<file path="src/rtl/fb_write_arbiter.sv">
// Frame buffer write port: round-robin merge of two pixel requesters plus a full-buffer clear sweep.
// One-cycle registered write latency; ready is combinational, and both readys are low while clearing.
module fb_write_arbiter #(
  parameter int                    ADDR_WIDTH  = 19,
  parameter int                    DATA_WIDTH  = 3,
  parameter logic [ADDR_WIDTH-1:0] MAX_ADDR    = ADDR_WIDTH'(307199),
  parameter logic [DATA_WIDTH-1:0] CLEAR_COLOR = '1
) (
  input  logic                  clk,
  input  logic                  rst_n,
  input  logic                  clear_req,
  output logic                  clear_busy,
  output logic                  clear_done,
  input  logic                  req0_valid,
  input  logic [ADDR_WIDTH-1:0] req0_addr,
  input  logic [DATA_WIDTH-1:0] req0_data,
  output logic                  req0_ready,
  input  logic                  req1_valid,
  input  logic [ADDR_WIDTH-1:0] req1_addr,
  input  logic [DATA_WIDTH-1:0] req1_data,
  output logic                  req1_ready,
  output logic                  ram_we,
  output logic [ADDR_WIDTH-1:0] ram_addr,
  output logic [DATA_WIDTH-1:0] ram_din,
  output logic                  addr_err
);

  typedef enum logic {IDLE, CLEAR} state_t;

  typedef struct packed {
    logic [ADDR_WIDTH-1:0] addr;
    logic [DATA_WIDTH-1:0] data;
  } pix_t;

  state_t                state;
  logic                  last_grant;
  logic [ADDR_WIDTH-1:0] clr_cnt;
  logic                  can_grant;
  logic                  contend;
  logic                  gnt0;
  logic                  gnt1;
  pix_t                  beat;

  // A clear request in IDLE pre-empts any grant in the same cycle.
  assign can_grant = (state == IDLE) && !clear_req;
  assign contend   = req0_valid && req1_valid;
  assign gnt0      = can_grant && req0_valid && (!req1_valid || last_grant);
  assign gnt1      = can_grant && req1_valid && (!req0_valid || !last_grant);
  assign beat      = gnt0 ? pix_t'{req0_addr, req0_data} : pix_t'{req1_addr, req1_data};

  assign req0_ready = gnt0;
  assign req1_ready = gnt1;

  always_ff @(posedge clk or negedge rst_n) begin
    if (!rst_n) begin
      state      <= IDLE;
      last_grant <= 1'b1;
      clr_cnt    <= '0;
      ram_we     <= 1'b0;
      ram_addr   <= '0;
      ram_din    <= '0;
      clear_busy <= 1'b0;
      clear_done <= 1'b0;
      addr_err   <= 1'b0;
    end else begin
      ram_we     <= 1'b0;
      clear_done <= 1'b0;
      addr_err   <= 1'b0;
      case (state)
        IDLE: begin
          if (clear_req) begin
            // First sweep write issues straight away; clr_cnt tracks the address on the bus.
            state      <= CLEAR;
            clear_busy <= 1'b1;
            clr_cnt    <= '0;
            ram_we     <= 1'b1;
            ram_addr   <= '0;
            ram_din    <= CLEAR_COLOR;
          end else if (gnt0 || gnt1) begin
            if (contend) last_grant <= gnt1;
            if (beat.addr > MAX_ADDR) begin
              addr_err <= 1'b1;
            end else begin
              ram_we   <= 1'b1;
              ram_addr <= beat.addr;
              ram_din  <= beat.data;
            end
          end
        end
        CLEAR: begin
          if (clr_cnt == MAX_ADDR) begin
            state      <= IDLE;
            clear_busy <= 1'b0;
            clear_done <= 1'b1;
            clr_cnt    <= '0;
          end else begin
            clr_cnt  <= clr_cnt + 1'b1;
            ram_we   <= 1'b1;
            ram_addr <= clr_cnt + 1'b1;
            ram_din  <= CLEAR_COLOR;
          end
        end
      endcase
    end
  end

endmodule

</file>
<file path="config.mk">
export PLATFORM = sky130hd
export DESIGN_NAME = fb_write_arbiter
export DESIGN_NICKNAME = d
export VERILOG_FILES = /design/src/rtl/fb_write_arbiter.sv
export SDC_FILE = /design/constraint.sdc
export NUM_CORES = 1
export LEC_CHECK = 0
export CAP_MARGIN = 30
export CORE_ASPECT_RATIO = 0.75
export CORE_MARGIN = 5
export CORE_UTILIZATION = 45
export DETAILED_ROUTE_END_ITERATION = 8
export GPL_ROUTABILITY_DRIVEN = 0
export PLACE_DENSITY = 0.74
export SYNTH_ARGS = -nofsm -noshare
export SYNTH_HDL_FRONTEND = slang
export SYNTH_SLANG_ARGS = --single-unit
</file>
<file path="constraint.sdc">
create_clock -name clk -period 2.95 [get_ports clk]
set_clock_uncertainty 0.2 [all_clocks]
set_input_delay 0.59 -clock clk [delete_from_list [all_inputs] [get_ports clk]]
set_output_delay 0.59 -clock clk [all_outputs]
set_load 0.03 [all_outputs]
</file>
### Word level (Yosys, flattened, before mapping)

Index checks and enable logic that the tools add are counted.

| cells by class | value |
|---|---|
| add/sub/neg operators | 1 |
| $mul | 0 |
| divide/modulo/power cells | 0 |
| $lt $le $gt $ge | 1 |
| equal/unequal tests | 6 |
| shift operators | 0 |
| mux-type cells | 30 |
| bitwise logic cells | 2 |
| reduce and logical (&&, ||, !) cells | 16 |

Operators by type and width:

| operator | number |
|---|---|
| 2-to-1 mux 19 bit | 6 |
| one-hot mux 19 bit (2 select lines) | 2 |
| 2-to-1 mux 22 bit | 1 |
| adder 19 x 1 -> 19 bit (second input constant) | 1 |
| equality test 19 bit (second input constant) | 1 |
| > comparator 19 bit (second input constant) | 1 |
| 2-to-1 mux 1 bit | 13 |
| 2-to-1 mux 3 bit | 4 |
| logical AND 1 bit | 6 |
| one-hot mux 1 bit (2 select lines) | 3 |
| one-hot mux 3 bit (2 select lines) | 1 |
| logical NOT 1 bit | 4 |
| != test 2 bit (second input constant) | 2 |
| AND reduction 4 bit | 1 |
| logical OR 1 bit | 3 |
| != test 3 x 2 -> 1 bit (second input constant) | 1 |
| != test 3 bit (second input constant) | 1 |
| AND reduction 3 bit | 1 |
| != test 2 x 1 -> 1 bit (second input constant) | 1 |
| inverter 1 bit | 2 |
| AND reduction 2 bit | 1 |

| word-level totals | value |
|---|---|
| register bits after elaboration | 47 |
| bits in latches | 0 |
| bits in writable memories | 0 |
| ROM bits | 0 |
| input port bits | 49 |
| output and inout port bits | 28 |
| logic and storage cells | 65 |
| memories | 0 |

### Logic depth before layout (Yosys ltp)

Gate-level depths: netlist (run 1).

| logic depth | value |
|---|---|
| depth in word-level cells | 10 |
| depth in mapped cells | 7 |
| depth with buffers taken out | 6 |

### Least setup slack after synthesis (run 1)

No wires, ideal clock.

| timing path | value |
|---|---|
| kind | input port to output port |
| from | in clear_req |
| to | out req1_ready |
| arrival | 1739 ps |
| required time | 2160 ps |
| path slack | 421 ps |
| cell stages on the path | 4 |
| buffers on the path | 1 |
| path through | nor2_2 clkbuf_1 nand2_1 a21oi_1 |

| between the ends | value |
|---|---|
| word-level cells in the longest chain between the ends | 4 |

Ends and longest elaborated chain:

| item | RTL line | text |
|---|---|---|
| start, declared | 11 | `input logic clear_req,` |
| logical NOT 1 bit | 45 | `assign can_grant = (state == IDLE) && !clear_req;` |
| logical AND 1 bit | 45 |  |
| logical AND 1 bit (2 in series) | 48 | `assign gnt1 = can_grant && req1_valid && (!req0_valid \|\| !last_grant);` |
| end, declared | 21 | `output logic req1_ready,` |

Every way passes these cells.

### Worst setup path in the final report (run 1)

| timing path | value |
|---|---|
| from | in clear_req |
| to | out req0_ready |

| between the ends | value |
|---|---|
| word-level cells in the longest chain between the ends | 4 |

Ends and longest elaborated chain:

| item | RTL line | text |
|---|---|---|
| logical NOT 1 bit | 45 |  |
| logical AND 1 bit | 45 |  |
| logical AND 1 bit (2 in series) | 47 | `assign gnt0 = can_grant && req0_valid && (!req1_valid \|\| last_grant);` |
| end, declared | 17 | `output logic req0_ready,` |

Every way passes these cells.

==> results of run 1 <==
sequential cells by signal, summed over array words and instances (netlist names):
name,count
state,1
addr_err,1
ram_addr,19
ram_din,3
clr_cnt,19
last_grant,1
clear_busy,1
ram_we,1
clear_done,1
final timing paths:
| kind | end | slack (ns) | depth (start not counted) |
|---|---|---|---|
| worst min register to register | last_grant | 0.30 | 1 |
| worst max register to register | ram_addr[3] | 0.34 | 7 |
| worst max-delay path | req0_ready | 0.18 | 6 |
| min in group clk | last_grant | 0.30 | 1 |
| max in group asynchronous | ram_addr[4] | 1.97 | 2 |
| worst min-delay path | clr_cnt[10] | 0.16 | 2 |
cell usage after synthesis (2+ instances only):
| cell type | number | area (um^2) |
|---|---|---|
| sky130_fd_sc_hd__o22ai_1 | 7 | 43.79 |
| sky130_fd_sc_hd__xnor2_1 | 9 | 78.83 |
| sky130_fd_sc_hd__mux2_2 | 5 | 56.30 |
| sky130_fd_sc_hd__mux2i_1 | 16 | 160.2 |
| sky130_fd_sc_hd__a21o_1 | 3 | 22.52 |
| sky130_fd_sc_hd__a211oi_1 | 3 | 22.52 |
| sky130_fd_sc_hd__dfrtp_1 | 46 | 1151 |
| sky130_fd_sc_hd__o2bb2ai_1 | 3 | 26.28 |
| sky130_fd_sc_hd__nand2_1 | 32 | 120.1 |
| sky130_fd_sc_hd__nand3_1 | 11 | 55.05 |
| sky130_fd_sc_hd__o21ai_0 | 21 | 105.1 |
| sky130_fd_sc_hd__nor3_1 | 7 | 35.03 |
| sky130_fd_sc_hd__buf_2 | 3 | 15.01 |
| sky130_fd_sc_hd__a22o_1 | 3 | 26.28 |
| sky130_fd_sc_hd__nor4_1 | 5 | 31.28 |
| sky130_fd_sc_hd__mux2_4 | 16 | 240.2 |
| sky130_fd_sc_hd__nand2b_1 | 3 | 18.77 |
| sky130_fd_sc_hd__clkbuf_1 | 9 | 33.78 |
| sky130_fd_sc_hd__a21oi_1 | 9 | 45.04 |
| sky130_fd_sc_hd__a41oi_1 | 2 | 17.52 |
| sky130_fd_sc_hd__nand4_1 | 5 | 31.28 |
| sky130_fd_sc_hd__xor2_1 | 3 | 26.28 |
| sky130_fd_sc_hd__nor2_1 | 8 | 30.03 |
| sky130_fd_sc_hd__a31oi_1 | 8 | 50.05 |
| sky130_fd_sc_hd__a32o_1 | 2 | 20.02 |
| sky130_fd_sc_hd__buf_4 | 2 | 15.01 |
| sky130_fd_sc_hd__inv_1 | 6 | 22.52 |
| sky130_fd_sc_hd__and3_1 | 6 | 37.54 |
cells in the final DEF (no fill, tap or decap), types with 3 or more instances in the layout:
cell	n
sky130_fd_sc_hd__nand2b_1	3
sky130_fd_sc_hd__a22o_1	3
sky130_fd_sc_hd__a211oi_1	3
sky130_fd_sc_hd__dfrtp_1	46
sky130_fd_sc_hd__mux2_4	16
sky130_fd_sc_hd__nand4_1	5
sky130_fd_sc_hd__mux2i_1	16
sky130_fd_sc_hd__o2bb2ai_1	3
sky130_fd_sc_hd__o22ai_1	7
sky130_fd_sc_hd__nor2_1	8
sky130_fd_sc_hd__a21o_1	3
sky130_fd_sc_hd__xor2_1	3
sky130_fd_sc_hd__buf_4	14
sky130_fd_sc_hd__a21oi_1	9
sky130_fd_sc_hd__nand2_1	32
sky130_fd_sc_hd__clkbuf_8	5
sky130_fd_sc_hd__and3_1	6
sky130_fd_sc_hd__inv_1	6
sky130_fd_sc_hd__nor4_1	5
sky130_fd_sc_hd__nand3_1	11
sky130_fd_sc_hd__nor3_1	7
sky130_fd_sc_hd__o21ai_0	21
sky130_fd_sc_hd__a31oi_1	8
sky130_fd_sc_hd__mux2_2	5
sky130_fd_sc_hd__xnor2_1	9
sky130_fd_sc_hd__clkdlybuf4s50_1	73
kinds of logic after synthesis:
| family | count (synthesis) | synth area share |
|---|---|---|
| AND/OR/NAND/NOR | 87 | 0.1623 |
| AO/OA/AOI/OAI | 70 | 0.1703 |
| flip-flops | 47 | 0.4184 |
| multiplexers | 37 | 0.1623 |
| buffers and inverters | 24 | 0.04490 |
| XOR/XNOR | 12 | 0.03735 |
| adder cells (fa/ha/maj) | 1 | 0.004446 |
power by group:
group / internal, mW / leakage, nW / total (mW) / switching [mW]
Clock: 0.254 / 0.0524 / 0.476 / 0.222
Combinational: 0.395 / 0.978 / 0.770 / 0.375
Sequential: 0.781 / 0.560 / 0.949 / 0.168
Total: 1.43 / 1.59 / 2.20 / 0.765
metrics by stage:
| stage | worst slack (ns) | std cells |
|---|---|---|
| global route | 0.07502 | 439 |
| global placement | 0.1855 | 431 |
| CTS | 0.1759 | 439 |
| detailed placement | 0.1242 | 431 |
| floorplan | 0.4215 | 278 |
| finish | 0.1811 | 439 |
worst register-to-register path: stages (launching register included):
cell and delay (ns):
sky130_fd_sc_hd__dfrtp_1 0.45, sky130_fd_sc_hd__ha_1 0.33, sky130_fd_sc_hd__nand3_1 0.20, sky130_fd_sc_hd__nor4_4 0.38, sky130_fd_sc_hd__a31oi_4 0.17, sky130_fd_sc_hd__a21o_4 0.29, sky130_fd_sc_hd__buf_4 0.19, sky130_fd_sc_hd__mux2_4 0.29
area by class of cell:
type	instances	area [um^2]	area share
clock buffer	7	76.32	0.02018
timing repair buffer	89	860.8	0.2276
tap	81	101.3	0.02679
inverter	7	26.28	0.006947
multi-input combinational	207	1510	0.3993
clock inverter	1	30.03	0.007939
sequential	47	1177	0.3113
routing by layer:
metal | vias to the layer above | global-route usage
met5 | - | 0
met4 | 0 | 0.04515
met3 | 5 | 0.05773
met2 | 102 | 0.3009
met1 | 1184 | 0.2782
li1 | 1186 | -
==> results.ini, run 1 <==
[run_status]
outcome=finished clean

[setup_path]
critical_path_class=in -> out
path_max_fanout=8
cp_data_arrival_time_ns=1.98
path_cells=clkdlybuf4s50_1 -> nor2_2 -> nand3_1 -> inv_2 -> buf_4 -> buf_4
start_kind=input port
critical-path-max-stage-delay_ns=0.44
launch_instance_of_the_worst_register_to_register_path=clr_cnt[0]
critical_path_required_ns=2.16
crit_path_end_kind=output port
critPathSlowestCell=sky130_fd_sc_hd__clkdlybuf4s50_1
crit_buf_inv=4
critPathTopFamily=buffers and inverters
worstSetupStartpoint=clear_req
critical-path-top-cell-by-count=sky130_fd_sc_hd__buf_4

[synthesis]
post_synth_num_cell_types=53
ys_dominant_reg_cell=sky130_fd_sc_hd__dfrtp_1
synthesized_nets=328
synthesized_netlist_cell_count=278
total_standard_cell_area_after_synthesis_mm2=0.002814
synth-edff-count=0
postSynthRegisterBits=47
post_synth.cell_area_avg_um2=10.12
async_reset_ff_frac=1.000
ys.warnings.count=0
synth_seq_area_share=0.4184

[floorplan]
initial_core_util=0.4543
die_x_um=101.3
die_area_mm2=0.007951
row_count=25
io-pin-count=77
core_area_mm2=0.006193
die_h_um=78.49

[clock_tree]
cts_max_path_buffers=2
tritoncts=built
cts_resized=0
holdBufCountCts=0
cts.htree.levels=2
number_of_buffers_added_by_the_clock_tree_synthesis_step=5
clkSinkCount=47
clk_latency_ns=0.31
clk_pin_slew_ns=0.09
clockRootBuffer=sky130_fd_sc_hd__clkbuf_8
cts.repair_timing.setup_buffer_count=0

[detailed_routing]
highest_layer=met4
postRouteWirelength_um=7549
route.antenna.remaining_nets=0
avgRoutedWirePerCell_um=17.20
via_per_inst=5.642
m1WireLength_um=3481
remaining_drc_errors=0
drt-initial-drc-count=139
met3_wirelength_um=791
wl_met2_um=3233
firstDrtPassIters=4
via_count=2477

[sta]
totalNegativeSetupSlack_ns=0
fmax_ghz=0.3612
final_min_period_over_clock_period=0.9386
grt_setup_unrepaired=no
worst-slew-pin-transition_ns=0.7090
slew-limit-headroom=0.5274
final_critical_path_required_period_ns=2.769
finalSetupViolCount=0
drv_slew=0
final-hold-violation-count=0
fin_worst_hold_slack_ns=0.1575

[global_routing]
grt_remaining_overflow=0
gr-usage-all-layers=0.1981
grt_max_degree=48
number_of_global_route_vias_before_repair=2500
grt_pass1_wl_um=12610
antenna_found_initial=0

[place]
place.detailed.hpwl_um=5620
port_buffers=76
post_place_instance_area_mm2=0.003676

[final_layout]
drive_gt1_frac=0.1425
final_cell_area_mm2=0.003782
fillCellCount=520
synthToLayoutAreaGrowth_pct=34.42
fin_util=0.6107
antenna_cells=0
final_net_count=407

[job]
maxCapViolations=0

[power]
leakagePower_nw=1.590
irDropWorstVdd_mv=0.3881
powerDensity_mw_per_mm2=580.4
totalPowerFinal_mw=2.195

[worst_hold_path]
hold_path.class=in -> async

Note: power is estimated with default switching activity, not from simulation.
==> run 2, diff against run 1 <==
--- a/config.mk
+++ b/config.mk
@@ -12,6 +12,7 @@
 export DETAILED_ROUTE_END_ITERATION = 8
 export GPL_ROUTABILITY_DRIVEN = 0
 export PLACE_DENSITY = 0.74
+export SLEW_MARGIN = 20
 export SYNTH_ARGS = -nofsm -noshare
 export SYNTH_HDL_FRONTEND = slang
 export SYNTH_SLANG_ARGS = --single-unit
==> results of run 2 <==
The final DEF is identical to that of run 1; final timing and power are the same.
==> run 3, diff against run 2 <==
--- a/config.mk
+++ b/config.mk
@@ -11,6 +11,7 @@
 export CORE_UTILIZATION = 45
 export DETAILED_ROUTE_END_ITERATION = 8
 export GPL_ROUTABILITY_DRIVEN = 0
+export MAX_ROUTING_LAYER = met4
 export PLACE_DENSITY = 0.74
 export SLEW_MARGIN = 20
 export SYNTH_ARGS = -nofsm -noshare
==> results.ini, run 3 (synthesis gave the netlist of run 1 again) <==
[place]
port_buffers=76  ; unchanged
post_place_instance_area_mm2=0.003676  ; unchanged
place.detailed.hpwl_um=5620  ; unchanged

[clock_tree]
clk_latency_ns=0.31  ; about the same
clkSinkCount=47  ; unchanged
clockRootBuffer=sky130_fd_sc_hd__clkbuf_8
number_of_buffers_added_by_the_clock_tree_synthesis_step=5  ; unchanged
holdBufCountCts=0  ; unchanged
cts.repair_timing.setup_buffer_count=0  ; unchanged
cts.htree.levels=2  ; unchanged
cts_resized=0  ; unchanged
clk_pin_slew_ns=0.09  ; about the same
tritoncts=built
cts_max_path_buffers=2  ; unchanged

[detailed_routing]
postRouteWirelength_um=7547  ; about the same
route.antenna.remaining_nets=0  ; unchanged
firstDrtPassIters=4  ; unchanged
via_count=2471  ; -0.24%
remaining_drc_errors=0  ; unchanged
drt-initial-drc-count=144  ; +3.6%
avgRoutedWirePerCell_um=17.19  ; about the same
via_per_inst=5.629  ; -0.24%

[setup_path]
worstSetupStartpoint=clear_req
path_max_fanout=8  ; unchanged
critPathSlowestCell=sky130_fd_sc_hd__clkdlybuf4s50_1
cp_data_arrival_time_ns=1.97  ; about the same
critical-path-max-stage-delay_ns=0.44  ; about the same
path_cells=clkdlybuf4s50_1 -> nor2_2 -> nand3_1 -> inv_2 -> buf_4 -> buf_4
crit_buf_inv=4  ; unchanged
critPathTopFamily=buffers and inverters
launch_instance_of_the_worst_register_to_register_path=clr_cnt[0]
critical_path_required_ns=2.16  ; about the same
critical_path_class=in -> out
critical-path-top-cell-by-count=sky130_fd_sc_hd__buf_4
crit_path_end_kind=output port
start_kind=input port

[global_routing]
global_route.usage.met3=0.04973  ; -0.007993
grt_pass1_wl_um=12590  ; -0.22%
grt_most_used_layer=met2
antenna_found_initial=0  ; unchanged
gr-usage-all-layers=0.2033  ; +0.005247
number_of_global_route_vias_before_repair=2502  ; +0.080%
met2_usage=0.3029  ; +0.001958
grt_max_degree=48  ; unchanged
grt.met1_usage=0.2810  ; +0.002782
grt_remaining_overflow=0  ; unchanged

[sta]
totalNegativeSetupSlack_ns=0  ; unchanged
worst-slew-pin-transition_ns=0.7191  ; +0.01010 ns
fmax_ghz=0.3621  ; +0.27%
final-hold-violation-count=0  ; unchanged
slew-limit-headroom=0.5206  ; -0.006731
final_min_period_over_clock_period=0.9360  ; -0.002570
drv_slew=0  ; unchanged
final_critical_path_required_period_ns=2.761  ; -0.007581 ns
fin_worst_hold_slack_ns=0.1552  ; -0.002254 ns
grt_setup_unrepaired=no
finalSetupViolCount=0  ; unchanged

[power]
totalPowerFinal_mw=2.195  ; about the same
leakagePower_nw=1.590  ; unchanged
irDropWorstVdd_mv=0.3890  ; +0.23%
powerDensity_mw_per_mm2=580.2  ; about the same

[floorplan]
core_area_mm2=0.006193  ; unchanged
io-pin-count=77  ; unchanged
die_area_mm2=0.007951  ; unchanged
die_x_um=101.3  ; unchanged
die_h_um=78.49  ; unchanged
row_count=25  ; unchanged
initial_core_util=0.4543  ; unchanged

[final_layout]
synthToLayoutAreaGrowth_pct=34.42  ; unchanged
layout.cells.most_common_list=sky130_fd_sc_hd__clkdlybuf4s50_1, sky130_fd_sc_hd__dfrtp_1, sky130_fd_sc_hd__nand2_1
drive_gt1_frac=0.1425  ; unchanged
final_cell_area_mm2=0.003782  ; unchanged
biggestRegsByFlops=clr_cnt x19, ram_addr x19, ram_din x3
fillCellCount=520  ; unchanged
final_net_count=407  ; unchanged
antenna_cells=0  ; unchanged
mostFrequentLayoutCell=sky130_fd_sc_hd__clkdlybuf4s50_1

[job]
maxCapViolations=0  ; unchanged

[run_status]
outcome=finished clean

[worst_hold_path]
hold_path.class=in -> async

## run 3: cell counts in the layout (fill, tap and decap cells not counted)
Identical to the previous run, type by type.
## run 3: worst paths after layout
| check | to | slack [ns] | cells past startpoint |
|---|---|---|---|
| setup reg to reg | ram_addr[3] | 0.37 | 7 |
| hold reg to reg | last_grant | 0.30 | 1 |
| max in group asynchronous | clr_cnt[3] | 1.97 | 2 |
| hold / removal | ram_addr[9] | 0.16 | 2 |
| setup / recovery | req0_ready | 0.19 | 6 |
| min in group clk | last_grant | 0.30 | 1 |
## run 3: layout make-up
type | count | area [um^2] | area share
sequential | 47 | 1177 | 0.3113
multi-input combinational | 207 | 1510 | 0.3993
tap | 81 | 101.3 | 0.02679
clock buffer | 7 | 76.32 | 0.02018
timing repair buffer | 89 | 860.8 | 0.2276
inverter | 7 | 26.28 | 0.006947
clock inverter | 1 | 30.03 | 0.007939
## run 3: where the power goes
group | internal, mW | switching (mW)
clock network | 0.254 | 0.220
logic | 0.395 | 0.375
registers | 0.781 | 0.169
## run 3: through the flow
stage	util	instances	setup slack, ns
6_report	0.6107	439	0.1887
2_1_floorplan	-	278	0.4215
4_1_cts	0.6107	439	0.1759
5_1_grt	0.6107	439	0.07502
3_3_place_gp	0.5935	431	0.1855
3_5_place_dp	0.5935	431	0.1242
## run 3: routing by layer
metal	vias up	part of all wire
met5	-	0
li1	1192	-
met3	8	0.085
met4	0	0.0091
met2	89	0.44
met1	1182	0.47
